**src/rtl/vga_pixel_pipe.sv**
```systemverilog
// Pixel-fetch and colour stage behind the VGA scanner: 4x-scaled framebuffer
// addressing, blinking inverted cursor cell, RGB444 out with aligned syncs.
module vga_pixel_pipe #(
  parameter int FB_W         = 160,
  parameter int FB_H         = 120,
  parameter int BLINK_FRAMES = 30
) (
  input  logic        clk,
  input  logic        rst,
  input  logic        hs,
  input  logic        vs,
  input  logic        en,
  input  logic [15:0] x,
  input  logic [15:0] y,
  output logic [14:0] fb_addr,
  input  logic [11:0] fb_data,
  input  logic        cursor_en,
  input  logic [7:0]  cursor_x,
  input  logic [6:0]  cursor_y,
  output logic [3:0]  vga_r,
  output logic [3:0]  vga_g,
  output logic [3:0]  vga_b,
  output logic        vga_hs,
  output logic        vga_vs
);

  localparam logic [7:0] L_FB_W       = 8'(FB_W);
  localparam logic [6:0] L_FB_H       = 7'(FB_H);
  localparam logic [7:0] L_BLINK_LAST = 8'(BLINK_FRAMES - 1);

  logic [7:0]  w_cx;
  logic [6:0]  w_cy;
  logic [14:0] w_addr;
  logic        w_tick;
  logic        w_hit;
  logic [11:0] w_rgb;
  logic        w_unused;

  logic        r_vs_q;
  logic        r_hs1;
  logic        r_vs1;
  logic        r_en1;
  logic        r_hit1;
  logic        r_cur_en;
  logic [7:0]  r_cur_x;
  logic [6:0]  r_cur_y;
  logic [7:0]  r_blink_cnt;
  logic        r_cursor_on;

  assign w_cx     = x[9:2];
  assign w_cy     = y[8:2];
  // cy*160 split as cy*128 + cy*32 so no multiplier is needed
  assign w_addr   = ({8'd0, w_cy} << 7) + ({8'd0, w_cy} << 5) + {7'd0, w_cx};
  assign w_tick   = r_vs_q & ~vs;
  assign w_hit    = r_cur_en && (w_cx == r_cur_x) && (w_cy == r_cur_y) &&
                    (r_cur_x < L_FB_W) && (r_cur_y < L_FB_H);
  assign w_unused = ^{x[15:10], x[1:0], y[15:9], y[1:0]};

  always_comb begin
    w_rgb = fb_data;
    if (r_hit1 && r_cursor_on) begin
      w_rgb = fb_data ^ 12'hFFF;
    end else begin
      w_rgb = fb_data;
    end
  end

  always_ff @(posedge clk or posedge rst) begin
    if (rst) begin
      fb_addr <= 15'd0;
      r_hs1   <= 1'b1;
      r_vs1   <= 1'b1;
      r_en1   <= 1'b0;
      r_hit1  <= 1'b0;
    end else begin
      fb_addr <= w_addr;
      r_hs1   <= hs;
      r_vs1   <= vs;
      r_en1   <= en;
      r_hit1  <= w_hit;
    end
  end

  always_ff @(posedge clk or posedge rst) begin
    if (rst) begin
      {vga_r, vga_g, vga_b} <= 12'h000;
      vga_hs                <= 1'b1;
      vga_vs                <= 1'b1;
    end else begin
      if (r_en1) begin
        {vga_r, vga_g, vga_b} <= w_rgb;
      end else begin
        {vga_r, vga_g, vga_b} <= 12'h000;
      end
      vga_hs <= r_hs1;
      vga_vs <= r_vs1;
    end
  end

  // Cursor shadow and blink only move at the start of vsync, while en is low
  always_ff @(posedge clk or posedge rst) begin
    if (rst) begin
      r_vs_q      <= 1'b1;
      r_cur_en    <= 1'b0;
      r_cur_x     <= 8'd0;
      r_cur_y     <= 7'd0;
      r_blink_cnt <= 8'd0;
      r_cursor_on <= 1'b1;
    end else begin
      r_vs_q <= vs;
      if (w_tick) begin
        r_cur_en <= cursor_en;
        r_cur_x  <= cursor_x;
        r_cur_y  <= cursor_y;
        if (r_blink_cnt == L_BLINK_LAST) begin
          r_blink_cnt <= 8'd0;
          r_cursor_on <= ~r_cursor_on;
        end else begin
          r_blink_cnt <= r_blink_cnt + 8'd1;
        end
      end
    end
  end

endmodule

```
**config.mk**
```make
export PLATFORM = sky130hd
export DESIGN_NAME = vga_pixel_pipe
export DESIGN_NICKNAME = d
export VERILOG_FILES = /design/src/rtl/vga_pixel_pipe.sv
export SDC_FILE = /design/constraint.sdc
export NUM_CORES = 1
export LEC_CHECK = 0
export CAP_MARGIN = 20
export CELL_PAD_IN_SITES_DETAIL_PLACEMENT = 1
export CELL_PAD_IN_SITES_GLOBAL_PLACEMENT = 1
export CORE_ASPECT_RATIO = 0.75
export CORE_UTILIZATION = 37
export DETAILED_ROUTE_END_ITERATION = 7
export PLACE_DENSITY_LB_ADDON = 0.1
export SYNTH_ARGS = -nofsm -noshare
export SYNTH_HDL_FRONTEND = slang
export SYNTH_SLANG_ARGS = --single-unit
```
**constraint.sdc**
```tcl
create_clock -name clk -period 2.5 [get_ports clk]
set_input_delay 0.25 -clock clk [delete_from_list [all_inputs] [get_ports clk]]
set_output_delay 0.25 -clock clk [all_outputs]
set_load 0.01 [all_outputs]
```
# Word level (Yosys, flattened, before mapping)
# Cells that the tools add are included.
# Widths: inputs -> output; s select.
word_totals:
  ff_bits: 58
  out_inout_bits: 29
  input_bits: 65
classes:
  n_reduce_logical: 6
  muxes: 5
  bitwise_logic: 4
  order_cmp: 2
  n_addsub: 3
  n_eq_ne: 3
op_table:
  columns: ["op", "count"]
  rows:
  - ["$add 14x12->15", 1]
  - ["$add 15x8->15", 1]
  - ["$mux 12", 1]
  - ["$mux 4", 3]
  - ["$not 12->12", 1]
  - ["$add 8x1->8 const B", 1]
  - ["$eq 8x5->1 const B", 1]
  - ["$eq 8x8->1", 1]
  - ["$lt 8x8->1 const B", 1]
  - ["$mux 8", 1]
  - ["$eq 7x7->1", 1]
  - ["$lt 7x7->1 const B", 1]
  - ["$logic_and 1x1->1", 5]
  - ["$not 1->1", 2]
  - ["$reduce_and 2->1", 1]
  - ["$and 1x1->1", 1]

# Longest topological paths before layout
# Gate-level depths: netlist of the first run.
depth:
  depth_word: 5
  ltp_mapped: 8
  ltp_nobuf: 8

# Worst setup path before layout of the first run
# No wires, ideal clock.
synth_path:
  kind: "input-to-reg"
  start: "input port y[2]"
  end: "register fb_addr[12]"
  arrival_time_ps: 1963
  t_required_ps: 2431
  n_path_buf: 0
  path_slack_ps: 468
  path_stages: 7
  path_cell_list: "inv_1 -> fa_1 -> fa_1 -> nor2b_4 -> o31a_1 -> or4b_1 -> nand3_1"
synth_between:
  elab_chain_len: 2
synth_lines:
  columns: ["element", "line", "source"]
  rows:
  - ["from (decl)", "14", "input logic [15:0] y,"]
  - ["$add 14x12->15", "53", "assign w_addr = ({8'd0, w_cy} << 7) + ({8'd0, w_cy} << 5) + {7'd0, w_cx};"]
  - ["$add 15x8->15", "53", null]
  - ["via w_addr[12]", "33", "logic [14:0] w_addr;"]
  - ["to (signal assigned)", "76", "fb_addr <= w_addr;"]
  - ["to (decl)", "15", "output logic [14:0] fb_addr,"]
# The timed path passes the listed nets, and every way through them passes these cells.
# A chain may end at the register's enable or synchronous reset.

# Worst setup path in the final report of the first run
layout_path:
  start: "input port y[2]"
  end: "register fb_addr[11]"
# Same word-level chain as after synthesis.

==> results of run 1 <==
## layout make-up
type	instances	area [um2]	area share
multi-input cells	173	1160	0.301
inverters	11	41.3	0.0107
repair buffers	89	871	0.226
clock inverters	4	50.0	0.0130
clock buffers	12	155	0.0402
well taps	98	123	0.0318
flip-flops and latches	58	1460	0.378
## flip-flops by register name, summed over array words and instances, names as in the netlist, 4 cells and up
name	count
fb_addr	15
r_blink_cnt	8
r_cur_x	8
r_cur_y	7
vga_b	4
vga_g	4
vga_r	4
## cells in the final DEF, fill, tap and decap left out, types with 6 or more instances in the layout
| master | count |
|---|---|
| xnor2_1 | 17 |
| o21ai_0 | 8 |
| and2_1 | 13 |
| nor2_1 | 6 |
| buf_4 | 12 |
| clkdlybuf4s50_1 | 76 |
| inv_1 | 10 |
| clkbuf_8 | 11 |
| dfrtp_1 | 53 |
| xor2_1 | 18 |
| nand2_1 | 53 |
| ha_1 | 15 |
## worst reg2reg max path: stages, from the launching register on
cell     delay [ps]
dfstp_2         540
nor2b_1         120
buf_4           260
nand4_1         230
or3_1           350
a21oi_1         150
## logic make-up (layout without fill, tap and decap cells)
group | Yosys count | count (layout) | share of synthesized area
AO/OA/AOI/OAI | 23 | 23 | 0.0530
XOR/XNOR | 35 | 35 | 0.114
adder cells (fa/ha/maj) | 17 | 17 | 0.0846
buffers and inverters | 18 | 116 | 0.0265
flip-flops | 58 | 58 | 0.542
multiplexers | 1 | 1 | 0.00372
AND/OR/NAND/NOR | 97 | 97 | 0.177
## layer usage
| layer | vias to the layer above | part of all wire | global-route usage |
|---|---|---|---|
| li1 | 998 | - | - |
| met1 | 975 | 0.47 | 0.245 |
| met2 | 54 | 0.46 | 0.292 |
| met3 | 5 | 0.059 | 0.0697 |
| met4 | 0 | 0.0074 | 0.0580 |
| met5 | - | 0 | 0 |
## through the flow
step,TNS [ps],hold WS [ps],setup WS [ps]
6_report,0,302,158
5_1_grt,0,320,58.4
4_1_cts,0,303,150
3_5_place_dp,-344,349,-143
3_3_place_gp,-124,345,-63.9
2_1_floorplan,0,254,468
## power by group through the flow
stage          Sequential, mW  Clock (mW)  Combinational, mW
2_1_floorplan            1.17           0              0.248
3_3_place_gp             1.16           0              0.524
3_5_place_dp             1.17           0              0.540
4_1_cts                  1.15       0.920              0.547
5_1_grt                  1.17       0.954              0.601
6_report                 1.15       0.881              0.538
## worst max-delay path by stage
stage / endpoint / slack (ps) / cells after the start
floorplan: fb_addr[12]$_DFF_PP0_ / 470 / 7
global placement: fb_addr[12]$_DFF_PP0_ / -60 / 8
detailed placement: fb_addr[11]$_DFF_PP0_ / -140 / 9
CTS: fb_addr[11]$_DFF_PP0_ / 150 / 9
global route: fb_addr[11]$_DFF_PP0_ / 60 / 9
finish: fb_addr[11]$_DFF_PP0_ / 160 / 9
==> impl_results.md, run 1 <==
* Status: finished, final reports clean
* Setup crit start: y[2]
* Row count at 26
* Starting Density at 0.388
* Vias at 2032
* Post-synth net total at 331
* Finished Layout Cells at 445
* Fraction of power spent switching nets at 0.270
* Number of synthesized register bits at 58
* Comb pwr share at 0.210
* Total Wirelength at 6.39 mm
* Top cells by count, synth: 53 x dfrtp_1, 53 x nand2_1, 18 x xor2_1, 17 x xnor2_1, 15 x ha_1
* Cell count after synthesis at 249
* Max incr delay on CP at 590 ps
* Final instance area at 3860 um2
* Port Buffer Count at 76
* Routability cong. at 0.746
* Hold_buf cts at 0
* Synth async-reset ratio at 1.00
* Share of the synthesized area in the top cell type at 0.493
* DP Area at 3650 um2
* Num CTS Buffers at 9
* DP HPWL at 4.67 mm
* Max-cap viol count at 0
* Worst Path Required at 2750 ps
* DR vias/cell at 4.57
* Post-CTS setup buffer count at 0
* Tightest Pin Transition at 758 ps
* Routed wire per std cell at 14.4 um
* Net Sw Power at 694 uW
* TritonCTS clock tree: built
* Share of layout cells above drive strength 1 at 0.104
* Number of synthesized flops with an enable pin at 0
* FF-to-FF Start: r_vs_q$_DFF_PP1_
* GRT Util Overall at 0.187
* Top cell type by total area after synthesis: dfrtp_1
* Clock sinks at 58
* Top cells by area, synth: dfrtp_1 49%, nand2_1 7.4%, ha_1 7.0%
* Kind of critical path: input pin to flip-flop
* Top Family by Delay on Critical Path: adder cells
* R2R setup slack at 780 ps
* Final setup vio count at 0
* Hold Fails Final Rpt at 0
* Sequential Power Share at 0.448
* Unique masters post-synth at 38
* Clk pwr share at 0.343
* Synth warnings at 0
* Mapped cell area at 2690 um2
* Worst Reg-to-Reg Cells at 5
* Final Max Tran Viols at 0
* Post-layout util at 0.557
* Clock root cell: clkbuf_8
* Slowest-stage cell, CP: fa_1
* CP bufs+invs at 3
* Max clock buf depth at 2
* Unrepaired setup endpoints after global routing: false
* Period minus WS final at 2340 ps
* Register area share after synthesis at 0.542
* Htree depth at 3
* Width of the die at 100 um
* Worst-path cell chain: clkdlybuf4s50_1 -> inv_1 -> fa_1 -> inv_1 -> ha_1 -> a211oi_1 -> o21bai_1 -> a21oi_1 -> xnor2_1
* Worst-path clk slew at 60 ps
* First-pass detailed-route iteration total at 4
* Total grt overflow at 0
* I/O Pins at 94
* First-pass GRT wire length at 10.6 mm
* Largest fanout on the critical path at 2
* Final period util at 0.937
* Clock skew at 8.69 ps
* Initial antenna violation count at 0
* Top_reg_cell synth: dfrtp_1
* Slew headroom at 0.495
* Fill cell count at 768
* Design Power at 2.57 mW
* Largest net degree at the start of global routing at 59
* Syn avg cell area at 10.8 um2
* Dpl cells at 429
* Power Density at 665 nW/um2
* Clock latency on the worst-skew pair at 340 ps
* Fmax at 427 MHz
* Nets at 424
* Vias in the first global route at 2159
* Core Area at 6930 um2
* Worst min path class: input pin to asynchronous set/reset pin
* Crit path top cell by count: inv_1
* Worst setup EP type: flip-flop
* N_diodes at 0
* Residual DRC at 0
* Die area at 7620 um2
* Max VDD drop at 0.253 mV
* P_leak at 1.80 nW
* CP Launch Type: input pin
* Drt initial violations at 35
* Post-CTS Resized at 0
* Pint at 1.87 mW
* Area grow syn2layout at 43.4%
* DRT antenna net count at 0
* FF-to-FF End: r_blink_cnt[5]$_DFFE_PP0P_
* DIE HEIGHT at 75.9 um
* Arrival @ worst endpoint at 2590 ps
No activity file was read; power rests on OpenSTA's default activity.
==> run 2: changes to the inputs <==
--- a/config.mk
+++ b/config.mk
@@ -5,12 +5,14 @@
 export SDC_FILE = /design/constraint.sdc
 export NUM_CORES = 1
 export LEC_CHECK = 0
+export ABC_AREA = 1
 export CAP_MARGIN = 20
 export CELL_PAD_IN_SITES_DETAIL_PLACEMENT = 1
 export CELL_PAD_IN_SITES_GLOBAL_PLACEMENT = 1
 export CORE_ASPECT_RATIO = 0.75
-export CORE_UTILIZATION = 37
+export CORE_UTILIZATION = 36
 export DETAILED_ROUTE_END_ITERATION = 7
+export GPL_TIMING_DRIVEN = 0
 export PLACE_DENSITY_LB_ADDON = 0.1
 export SYNTH_ARGS = -nofsm -noshare
 export SYNTH_HDL_FRONTEND = slang
==> run 2 against run 1 <==
Net effect: sequential power barely moved; via count grew 19%; worst hold slack got worse by 26 ps; design area up 1.1%; combinational power increased by 11%; fmax is 2.4% higher; first-iteration DRC count increased by 77%; worst setup slack improved by 54 ps; register-to-register slack improved by 270 ps; synthesized cell count rose by 31%; clock power is 1% higher.
==> impl_results.md, run 2 <==
* Max clock buf depth at 2 (unchanged)
* P_leak at 1.93 nW (was 1.80 nW)
* Fill cell count at 915 (was 768)
* Status: finished, final reports clean (unchanged)
* DR vias/cell at 4.64 (was 4.57)
* Top cell type by total area after synthesis: dfrtp_1 (unchanged)
* Post-synth net total at 408 (was 331)
* Worst setup EP type: flip-flop (unchanged)
* Clock sinks at 58 (unchanged)
* Number of synthesized register bits at 58 (unchanged)
* Num CTS Buffers at 9 (unchanged)
* Top_reg_cell synth: dfrtp_1 (unchanged)
* Arrival @ worst endpoint at 2530 ps (was 2590 ps)
* DIE HEIGHT at 78.3 um (was 75.9 um)
* First-pass GRT wire length at 12.1 mm (was 10.6 mm)
* Worst Reg-to-Reg Cells at 7 (was 5)
* Largest net degree at the start of global routing at 35 (was 59)
* Slew headroom at 0.633 (was 0.495)
* Post-CTS setup buffer count at 0 (unchanged)
* Slowest-stage cell, CP: clkdlybuf4s50_1 (was fa_1)
* Max VDD drop at 0.318 mV (was 0.253 mV)
* Kind of critical path: input pin to flip-flop (unchanged)
* Mapped cell area at 2790 um2 (was 2690 um2)
* Most flop-heavy register: fb_addr (unchanged)
* R2R setup slack at 1050 ps (was 780 ps)
* Vias in the first global route at 2481 (was 2159)
* DP HPWL at 5.63 mm (was 4.67 mm)
* I/O Pins at 94 (unchanged)
* Syn avg cell area at 8.56 um2 (was 10.8 um2)
* Most frequent cells in the layout: 92 x nand2_1, 76 x clkdlybuf4s50_1, 55 x inv_1 (was 76 x clkdlybuf4s50_1, 53 x nand2_1, 53 x dfrtp_1)
* Most common cell in the netlist: nand2_1
* Fmax at 437 MHz (was 427 MHz)
* Design Power at 2.66 mW (was 2.57 mW)
* Top cells by count, synth: 92 x nand2_1, 56 x inv_1, 53 x dfrtp_1, 29 x o21ai_0, 17 x a21oi_1 (was 53 x dfrtp_1, 53 x nand2_1, 18 x xor2_1, 17 x xnor2_1, 15 x ha_1)
* TritonCTS clock tree: built (unchanged)
* Synth async-reset ratio at 1.00 (unchanged)
* FF-to-FF Start: r_blink_cnt[1]$_DFFE_PP0P_ (was r_vs_q$_DFF_PP1_)
* FF-to-FF End: r_blink_cnt[4]$_DFFE_PP0P_ (was r_blink_cnt[5]$_DFFE_PP0P_)
* N_diodes at 0 (unchanged)
* Htree depth at 3 (unchanged)
* Routed wire per std cell at 13.9 um (was 14.4 um)
* Drt initial violations at 62 (was 35)
* Worst-path cell chain: clkdlybuf4s50_1 -> inv_1 -> fa_1 -> fa_1 -> o21ai_1 -> nand2_1 -> nand3_1 -> nand2_1 (was clkdlybuf4s50_1 -> inv_1 -> fa_1 -> inv_1 -> ha_1 -> a211oi_1 -> o21bai_1 -> a21oi_1 -> xnor2_1)
* Worst min path class: input pin to asynchronous set/reset pin (unchanged)
* Synth warnings at 0 (unchanged)
* Die area at 8110 um2 (was 7620 um2)
* Starting Density at 0.376 (was 0.388)
* Total Wirelength at 7.22 mm (was 6.39 mm)
* Residual DRC at 0 (unchanged)
* Final setup vio count at 0 (unchanged)
* Worst Path Required at 2740 ps (was 2750 ps)
* Most common cell after layout, fill and taps aside: nand2_1 (was clkdlybuf4s50_1)
* First-pass detailed-route iteration total at 4 (unchanged)
* Share of layout cells above drive strength 1 at 0.0740 (was 0.104)
* Cell count after synthesis at 326 (was 249)
* GRT Util Overall at 0.198 (was 0.187)
* Clock latency on the worst-skew pair at 350 ps (was 340 ps)
* Routability cong. at 0.783 (was 0.746)
* DRT antenna net count at 0 (unchanged)
* Row count at 27 (was 26)
* Hold_buf cts at 0 (unchanged)
* Width of the die at 104 um (was 100 um)
* Period minus WS final at 2290 ps (was 2340 ps)
* Initial antenna violation count at 0 (unchanged)
* Unrepaired setup endpoints after global routing: false (unchanged)
* Post-CTS Resized at 0 (unchanged)
* Worst-case hold slack at 276 ps (was 302 ps)
* Nets at 496 (was 424)
* Final Max Tran Viols at 0 (unchanged)
* Area grow syn2layout at 39.8% (was 43.4%)
* Power Density at 681 nW/um2 (was 665 nW/um2)
* Clock skew at 7.32 ps (was 8.69 ps)
* Port Buffer Count at 76 (unchanged)
* Biggest regs: fb_addr (15), r_blink_cnt (8), r_cur_x (8) (unchanged)
* Register area share after synthesis at 0.522 (was 0.542)
* Top cells by area, synth: dfrtp_1 48%, nand2_1 12%, inv_1 7.5% (was dfrtp_1 49%, nand2_1 7.4%, ha_1 7.0%)
* Final period util at 0.915 (was 0.937)
* Worst-path clk slew at 70 ps (was 60 ps)
* Share of the synthesized area in the top cell type at 0.475 (was 0.493)
* Largest fanout on the critical path at 3 (was 2)
* CP Launch Type: input pin (unchanged)
* Max incr delay on CP at 550 ps (was 590 ps)
* Vias at 2414 (was 2032)
* Unique masters post-synth at 27 (was 38)
* Max reg flops at 15 (unchanged)
* Core Area at 7430 um2 (was 6930 um2)
* Total grt overflow at 0 (unchanged)
* Number of synthesized flops with an enable pin at 0 (unchanged)
* Clock root cell: clkbuf_8 (unchanged)
* Max-cap viol count at 0 (unchanged)
* Tightest Pin Transition at 550 ps (was 758 ps)
* Hold Fails Final Rpt at 0 (unchanged)
==> run 2: cell count changes in the layout (fill, tap and decap cells not counted), sizes merged, moves of 12 or more <==
cell / change
a21oi: +12
nand2: +40
nor2: +12
inv: +46
xor2: -15
and2: -13
o21ai: +22
xnor2: -12
==> run 2: worst max-delay path: cells and delay by family <==
family,cells,cell delay [ps]
compound gates,1,370
simple gates,3,260
fa+ha+maj,2,1000
buf+inv,2,640
==> run 2: layer usage <==
| layer | global-route usage | wire (um) |
|---|---|---|
| met2 | 0.313 | 3330 |
| met5 | 0 | 0 |
| met1 | 0.258 | 3490 |
| met3 | 0.0615 | 306 |
| met4 | 0.0686 | 93 |
==> run 2: kinds of logic after synthesis <==
group / share of synthesized area
buffers and inverters: 0.0878
adder cells (fa/ha/maj): 0.0816
flip-flops: 0.522
XOR/XNOR: 0.0251
AO/OA/AOI/OAI: 0.0941
AND/OR/NAND/NOR: 0.189
==> run 2: report_power, final <==
part	internal [mW]	switching [mW]	total, mW	leakage, nW
Combinational	0.287	0.308	0.595	1.13
Clock	0.508	0.381	0.890	0.105
Sequential	1.08	0.0919	1.17	0.694
Total	1.88	0.782	2.66	1.93
==> run 2: worst max path at each step <==
stage / slack [ps] / startpoint / end
after floorplan: 690 / y[2] / fb_addr[12]$_DFF_PP0_
final: 210 / y[4] / fb_addr[12]$_DFF_PP0_
after CTS: 240 / y[4] / fb_addr[12]$_DFF_PP0_
after global routing: 110 / y[4] / fb_addr[12]$_DFF_PP0_
after global placement: -340 / rst / r_blink_cnt[4]$_DFFE_PP0P_
after detailed placement: -130 / y[4] / fb_addr[12]$_DFF_PP0_
==> run 2: metrics by stage <==
stage,cells,utilization,area [um2],setup WS (ps),TNS (ps)
after floorplan,326,-,2790,694,0
after detailed placement,504,0.498,3700,-134,-190
after global placement,503,0.495,3680,-344,-18120
final,520,0.525,3900,212,0
after global routing,520,0.525,3900,115,0
after CTS,520,0.525,3900,236,0
==> run 2: cell type report <==
cell class                 instances  area [um2]  area share
clock inverter                     5        52.6      0.0135
tap                              101         126      0.0324
multi-input combinational        205        1090       0.279
clock buffer                      11         151      0.0388
timing repair buffer              77         781       0.200
inverter                          57         214      0.0548
buffer                             6        31.3     0.00802
sequential                        58        1460       0.374
